File: config.mk
export PLATFORM = sky130hd
export DESIGN_NAME = mux8_rr_arbiter
export DESIGN_NICKNAME = d
export VERILOG_FILES = /design/src/rtl/mux8_rr_arbiter.sv
export SDC_FILE = /design/constraint.sdc
export NUM_CORES = 1
export LEC_CHECK = 0
export CORE_MARGIN = 1.5
export CORE_UTILIZATION = 25
export CTS_BUF_LIST = sky130_fd_sc_hd__clkbuf_2 sky130_fd_sc_hd__clkbuf_4 sky130_fd_sc_hd__clkbuf_8
export DETAILED_ROUTE_END_ITERATION = 12
export PLACE_DENSITY = 0.49
export SYNTH_ARGS = -nofsm -noshare
export SYNTH_HDL_FRONTEND = slang
export SYNTH_SLANG_ARGS = --single-unit
File: constraint.sdc
create_clock -name clk_i -period 6.1 [get_ports clk_i]
set_input_delay 1.525 -clock clk_i [delete_from_list [all_inputs] [get_ports clk_i]]
set_output_delay 1.525 -clock clk_i [all_outputs]
set_load 0.01 [all_outputs]
File: src/rtl/mux8_rr_arbiter.sv
// rtl/mux8_rr_arbiter.sv - round-robin burst arbiter driving the mux8_16 select
// Optional feature macro: MUX8_ARB_LOCK_EN (adds lock_i, suppresses burst-limit release)
module mux8_rr_arbiter #(
    parameter int NumReq   = 8,
    parameter int SelWidth = 3,
    parameter int MaxBurst = 4
) (
    input  logic                clk_i,
    input  logic                rst_ni,
    input  logic [NumReq-1:0]   req_i,
    input  logic                ready_i,
`ifdef MUX8_ARB_LOCK_EN
    input  logic [NumReq-1:0]   lock_i,
`endif
    output logic [SelWidth-1:0] sel_o,
    output logic [NumReq-1:0]   gnt_o,
    output logic                valid_o,
    output logic                busy_o
);

    localparam logic [0:0] StIdle  = 1'b0;
    localparam logic [0:0] StGrant = 1'b1;

    // Last legal counter value; the counter never goes past it.
    localparam logic [7:0] LastCnt = 8'(MaxBurst - 1);

    logic [0:0]          state_q, state_d;
    logic [SelWidth-1:0] owner_q, owner_d;
    logic [SelWidth-1:0] ptr_q, ptr_d;
    logic [7:0]          cnt_q, cnt_d;
    logic [NumReq-1:0]   gnt_q, gnt_d;

    logic [SelWidth-1:0] search_base;
    logic [SelWidth-1:0] scan_idx;
    logic [SelWidth-1:0] winner;
    logic                win_found;

    logic                granted;
    logic                owner_req;
    logic                beat;
    logic                at_limit;
    logic                locked;
    logic                release_grant;

    assign granted   = (state_q == StGrant);
    assign owner_req = req_i[owner_q];
    assign valid_o   = granted && owner_req;
    assign beat      = valid_o && ready_i;
    assign at_limit  = (cnt_q == LastCnt);

`ifdef MUX8_ARB_LOCK_EN
    assign locked = lock_i[owner_q];
`else
    assign locked = 1'b0;
`endif

    // Dropping the request always ends the burst; the beat limit only does so when unlocked.
    assign release_grant = granted && (!owner_req || (beat && at_limit && !locked));

    // While granted, the only search that matters is the one on release, which
    // starts just past the current owner so the old owner ranks last.
    assign search_base = granted ? (owner_q + SelWidth'(1)) : ptr_q;

    // Rotating priority search: scan from the highest offset down so the
    // lowest offset from search_base is the last one to overwrite the result.
    always_comb begin
        winner    = search_base;
        win_found = 1'b0;
        scan_idx  = search_base;
        for (int i = NumReq - 1; i >= 0; i--) begin
            scan_idx = search_base + SelWidth'(i);
            if (req_i[scan_idx]) begin
                winner    = scan_idx;
                win_found = 1'b1;
            end
        end
    end

    // Next-state logic for grant ownership, rr pointer and beat counter.
    always_comb begin
        state_d = state_q;
        owner_d = owner_q;
        ptr_d   = ptr_q;
        cnt_d   = cnt_q;
        gnt_d   = gnt_q;
        case (state_q)
            StIdle: begin
                if (win_found) begin
                    state_d = StGrant;
                    owner_d = winner;
                    cnt_d   = 8'd0;
                    gnt_d   = NumReq'(1) << winner;
                end
            end
            StGrant: begin
                if (release_grant) begin
                    ptr_d = owner_q + SelWidth'(1);
                    cnt_d = 8'd0;
                    if (win_found) begin
                        owner_d = winner;
                        gnt_d   = NumReq'(1) << winner;
                    end else begin
                        state_d = StIdle;
                        gnt_d   = '0;
                    end
                end else if (beat && !at_limit) begin
                    // Saturates at LastCnt, which only happens while locked.
                    cnt_d = cnt_q + 8'd1;
                end
            end
            default: begin
                state_d = StIdle;
                gnt_d   = '0;
                cnt_d   = 8'd0;
            end
        endcase
    end

    // State registers; reset drops any burst in progress immediately.
    always_ff @(posedge clk_i or negedge rst_ni) begin
        if (!rst_ni) begin
            state_q <= StIdle;
            owner_q <= '0;
            ptr_q   <= '0;
            cnt_q   <= 8'd0;
            gnt_q   <= '0;
        end else begin
            state_q <= state_d;
            owner_q <= owner_d;
            ptr_q   <= ptr_d;
            cnt_q   <= cnt_d;
            gnt_q   <= gnt_d;
        end
    end

    // Owner doubles as the mux select and keeps its value through idle.
    assign sel_o  = owner_q;
    assign gnt_o  = gnt_q;
    assign busy_o = granted;

endmodule

==> impl_metrics.tcl <==
set metrics [dict create \
    track_usage 0.139 \
    clk_latency_ns 0.26 \
    drtPass1Iterations 4 \
    detail_route.wl_per_cell_um 16.4 \
    end_kind "primary output" \
    syn_avg_cell_area_um2 8.87 \
    clock_sinks 23 \
    clkTransAtPathRegs_ns 0.08 \
    grt_max_degree 24 \
    antenna_found_initial 0 \
    syn_to_final_growth_pct 17.1 \
    final_cells 367 \
    dieHeight_um 95.6 \
    synth.top_cell.area_share 0.268 \
    coreArea_mm2 0.00826 \
    relSlewSlack 0.306 \
    worst-path-buf-inv 3 \
    cp_top_family "buffers and inverters" \
    synth_cell_types 57 \
    vias_per_cell 5.47 \
    period_needed_ns 5.12 \
    setup_viol 0 \
    syn_inst 242 \
    syn_nets 257 \
    pin_count 24 \
    fmax_ghz 0.195 \
    synth_fa_ha_area_frac 0.0233 \
    rows 33 \
    wirelength_um 6030 \
    clockRootBuffer "clkbuf_8" \
    synth_seq_cells 23 \
    yosys.area.top_type "dfrtp_1" \
    synth_flop_cell "dfrtp_1" \
    yosys-top-cells-area "dfrtp_1, mux4_2, mux2i_1" \
    gp_congestion 0.909 \
    drive_gt1_frac 0.0992 \
    grt_pass1_vias 1960 \
    htreeDepth 1 \
    setup-tns-final_ns 0 \
    synth_edf_count 0 \
    grt_pass1_wl_um 9890 \
    finalCritPeriodShare 0.839 \
    cp_data_arrival_time_ns 3.59 \
    hold_buffers 0 \
    critPathLaunchType "primary input" \
    cap_violations 0 \
    ctsResizeCount 0 \
    slew_viol_final 0 \
    min_path_cells 2 \
    rsz0062_at_grt "no" \
    initial_utilization 0.260 \
    hold_slack_ns 0.483 \
    synth-simple-area-share 0.225 \
    cts_tree "yes" \
    vias 2006 \
    ys_seq_area_frac 0.268 \
    cpMostUsedCell "clkdlybuf4s50_1" \
    cp.required_ns 4.58 \
    dp_hpwl_um 4610 \
    worstPathCellList "clkdlybuf4s50_1 > mux4_2 > mux2i_1 > nand2b_1 > inv_1 > clkdlybuf4s50_1" \
    syn-cell-area_mm2 0.00215 \
    yosysWarningCount 0 \
    path_max_fanout 7 \
    cp_slowest_stage_delay_ns 0.55 \
    hold_viol_final 0 \
    clock_skew_ns 0.00190 \
    post_cts_buffers 0 \
    fin_nets 278 \
    synth_compound_area_frac 0.233 \
    diodes 0 \
    crit_cells 6 \
    muxShareOfSynthArea 0.151 \
    die_w_um 95.6 \
    worst_pin_slew_ns 1.04 \
    status "completed" \
    portBuffers 23 \
    synth-xor-area-share 0.0531 \
    worst-setup-path-type "primary input to primary output" \
    synth_top_family_by_area "compound AO/OA/AOI/OAI gates" \
    cts_buffers 3 \
    drtAntennaViolNets 0 \
    reg2reg_depth 12 \
    dp_cells 363 \
    async_flop_share 1.00 \
    die_area_mm2 0.00915 \
    drt_iter0_markers 89 \
    hold_class "register to register" \
    crit_path_top_delay_cell "clkdlybuf4s50_1" \
    grt-ovfl-total 0 \
    cts_buffer_depth 2 \
    drc 0 \
]
[layout make-up]
class / instances / area (um2)
Sequential cell: 23 / 576
Fill cell: 888 / 5740
Inverter: 11 / 43.8
Tap cell: 105 / 131
Clock buffer: 3 / 41.3
Timing Repair Buffer: 25 / 245
Multi-Input combinational cell: 199 / 1470
Clock inverter: 1 / 5.00
[path summary, 6_finish.rpt]
path | start | end | slack, ns
hold reg to reg | gnt_o[2]$_DFFE_PN0P_ | gnt_o[2]$_DFFE_PN0P_ | 0.48
hold / removal | gnt_o[2]$_DFFE_PN0P_ | gnt_o[2]$_DFFE_PN0P_ | 0.48
max in group asynchronous | rst_ni | gnt_o[3]$_DFFE_PN0P_ | 3.65
min in group asynchronous | rst_ni | gnt_o[5]$_DFFE_PN0P_ | 1.82
setup reg to reg | busy_o$_DFF_PN0_ | gnt_o[4]$_DFFE_PN0P_ | 1.33
setup / recovery | req_i[5] | valid_o | 0.98
[through the flow]
| stage | cell area [um2] | util | setup WS [ns] |
|---|---|---|---|
| after floorplan | 2150 | - | 2.19 |
| after global placement | 2470 | 0.299 | 1.00 |
| after detailed placement | 2470 | 0.299 | 1.02 |
| after CTS | 2510 | 0.304 | 0.991 |
| after global routing | 2510 | 0.304 | 0.894 |
| final | 2510 | 0.304 | 0.984 |
[state kept, by name (all words and copies together) (netlist names)]
signal  flops
cnt_q       8
gnt_o       8
ptr_q       3
sel_o       3
busy_o      1
[per-layer routing]
metal  global-route usage  vias to the layer above  part of all wire
li1                     -                      961                 -
met1                0.197                      969              0.48
met2                0.227                       70              0.46
met3               0.0120                        6             0.056
met4               0.0306                        0            0.0070
met5                    0                        -                 0
[cell families after synthesis]
| family | after synthesis |
|---|---|
| compound gates | 70 |
| xor+xnor | 13 |
| fa+ha+maj | 4 |
| buf+inv | 20 |
| flops | 23 |
| mux | 23 |
| simple gates | 89 |
[synthesized netlist by cell type, types with 2 or more instances]
master and count:
nand4_1 2, a21oi_1 10, o31ai_1 6, buf_6 2, inv_2 2, mux2_2 4, nand2_1 20, nor2b_1 8
dfrtp_1 23, a32o_1 6, nor2_1 15, nand3b_1 2, a221oi_1 4, nand2b_1 5, xnor2_1 11, xor2_1 2
a2111oi_0 3, a211oi_1 7, clkbuf_1 4, a21o_1 2, o211ai_1 5, and2_1 5, inv_1 8, nand3_1 15
nor4_1 3, o21ai_0 13, mux4_2 6, a31oi_1 3, ha_1 4, mux2i_1 11, and3_1 4, buf_2 2
[worst reg2reg max path: cells and delay by family, from the launching register on]
| kind | cells | cell delay, ns |
|---|---|---|
| AND/OR/NAND/NOR | 7 | 2.28 |
| AO/OA/AOI/OAI | 3 | 1.23 |
| flip-flops | 1 | 0.63 |
| adder cells (fa/ha/maj) | 1 | 0.37 |
| buffers and inverters | 1 | 0.15 |
[cells in the final DEF, fill, tap and decap left out, types with 2 or more instances in the layout]
cell type | Yosys | layout
a2111oi_0 | 3 | 3
a211oi_1 | 7 | 7
a21o_1 | 2 | 2
a21oi_1 | 10 | 10
a221oi_1 | 4 | 4
a31oi_1 | 3 | 3
a32o_1 | 6 | 6
and2_1 | 5 | 5
and3_1 | 4 | 4
buf_4 | 1 | 2
clkbuf_8 | 0 | 3
clkdlybuf4s50_1 | 0 | 23
dfrtp_1 | 23 | 23
ha_1 | 4 | 4
inv_1 | 8 | 8
inv_2 | 2 | 2
mux2_2 | 4 | 4
mux2i_1 | 11 | 11
mux4_2 | 6 | 6
nand2_1 | 20 | 20
nand2b_1 | 5 | 5
nand3_1 | 15 | 15
nand3b_1 | 2 | 2
nand4_1 | 2 | 2
nor2_1 | 15 | 15
nor2b_1 | 8 | 8
nor4_1 | 3 | 3
o211ai_1 | 5 | 5
o21ai_0 | 13 | 13
o31ai_1 | 6 | 6
xnor2_1 | 11 | 11
xor2_1 | 2 | 2
Power is not shown: default switching activity piles up to over one toggle a cycle in this logic, so the estimate is an artifact.
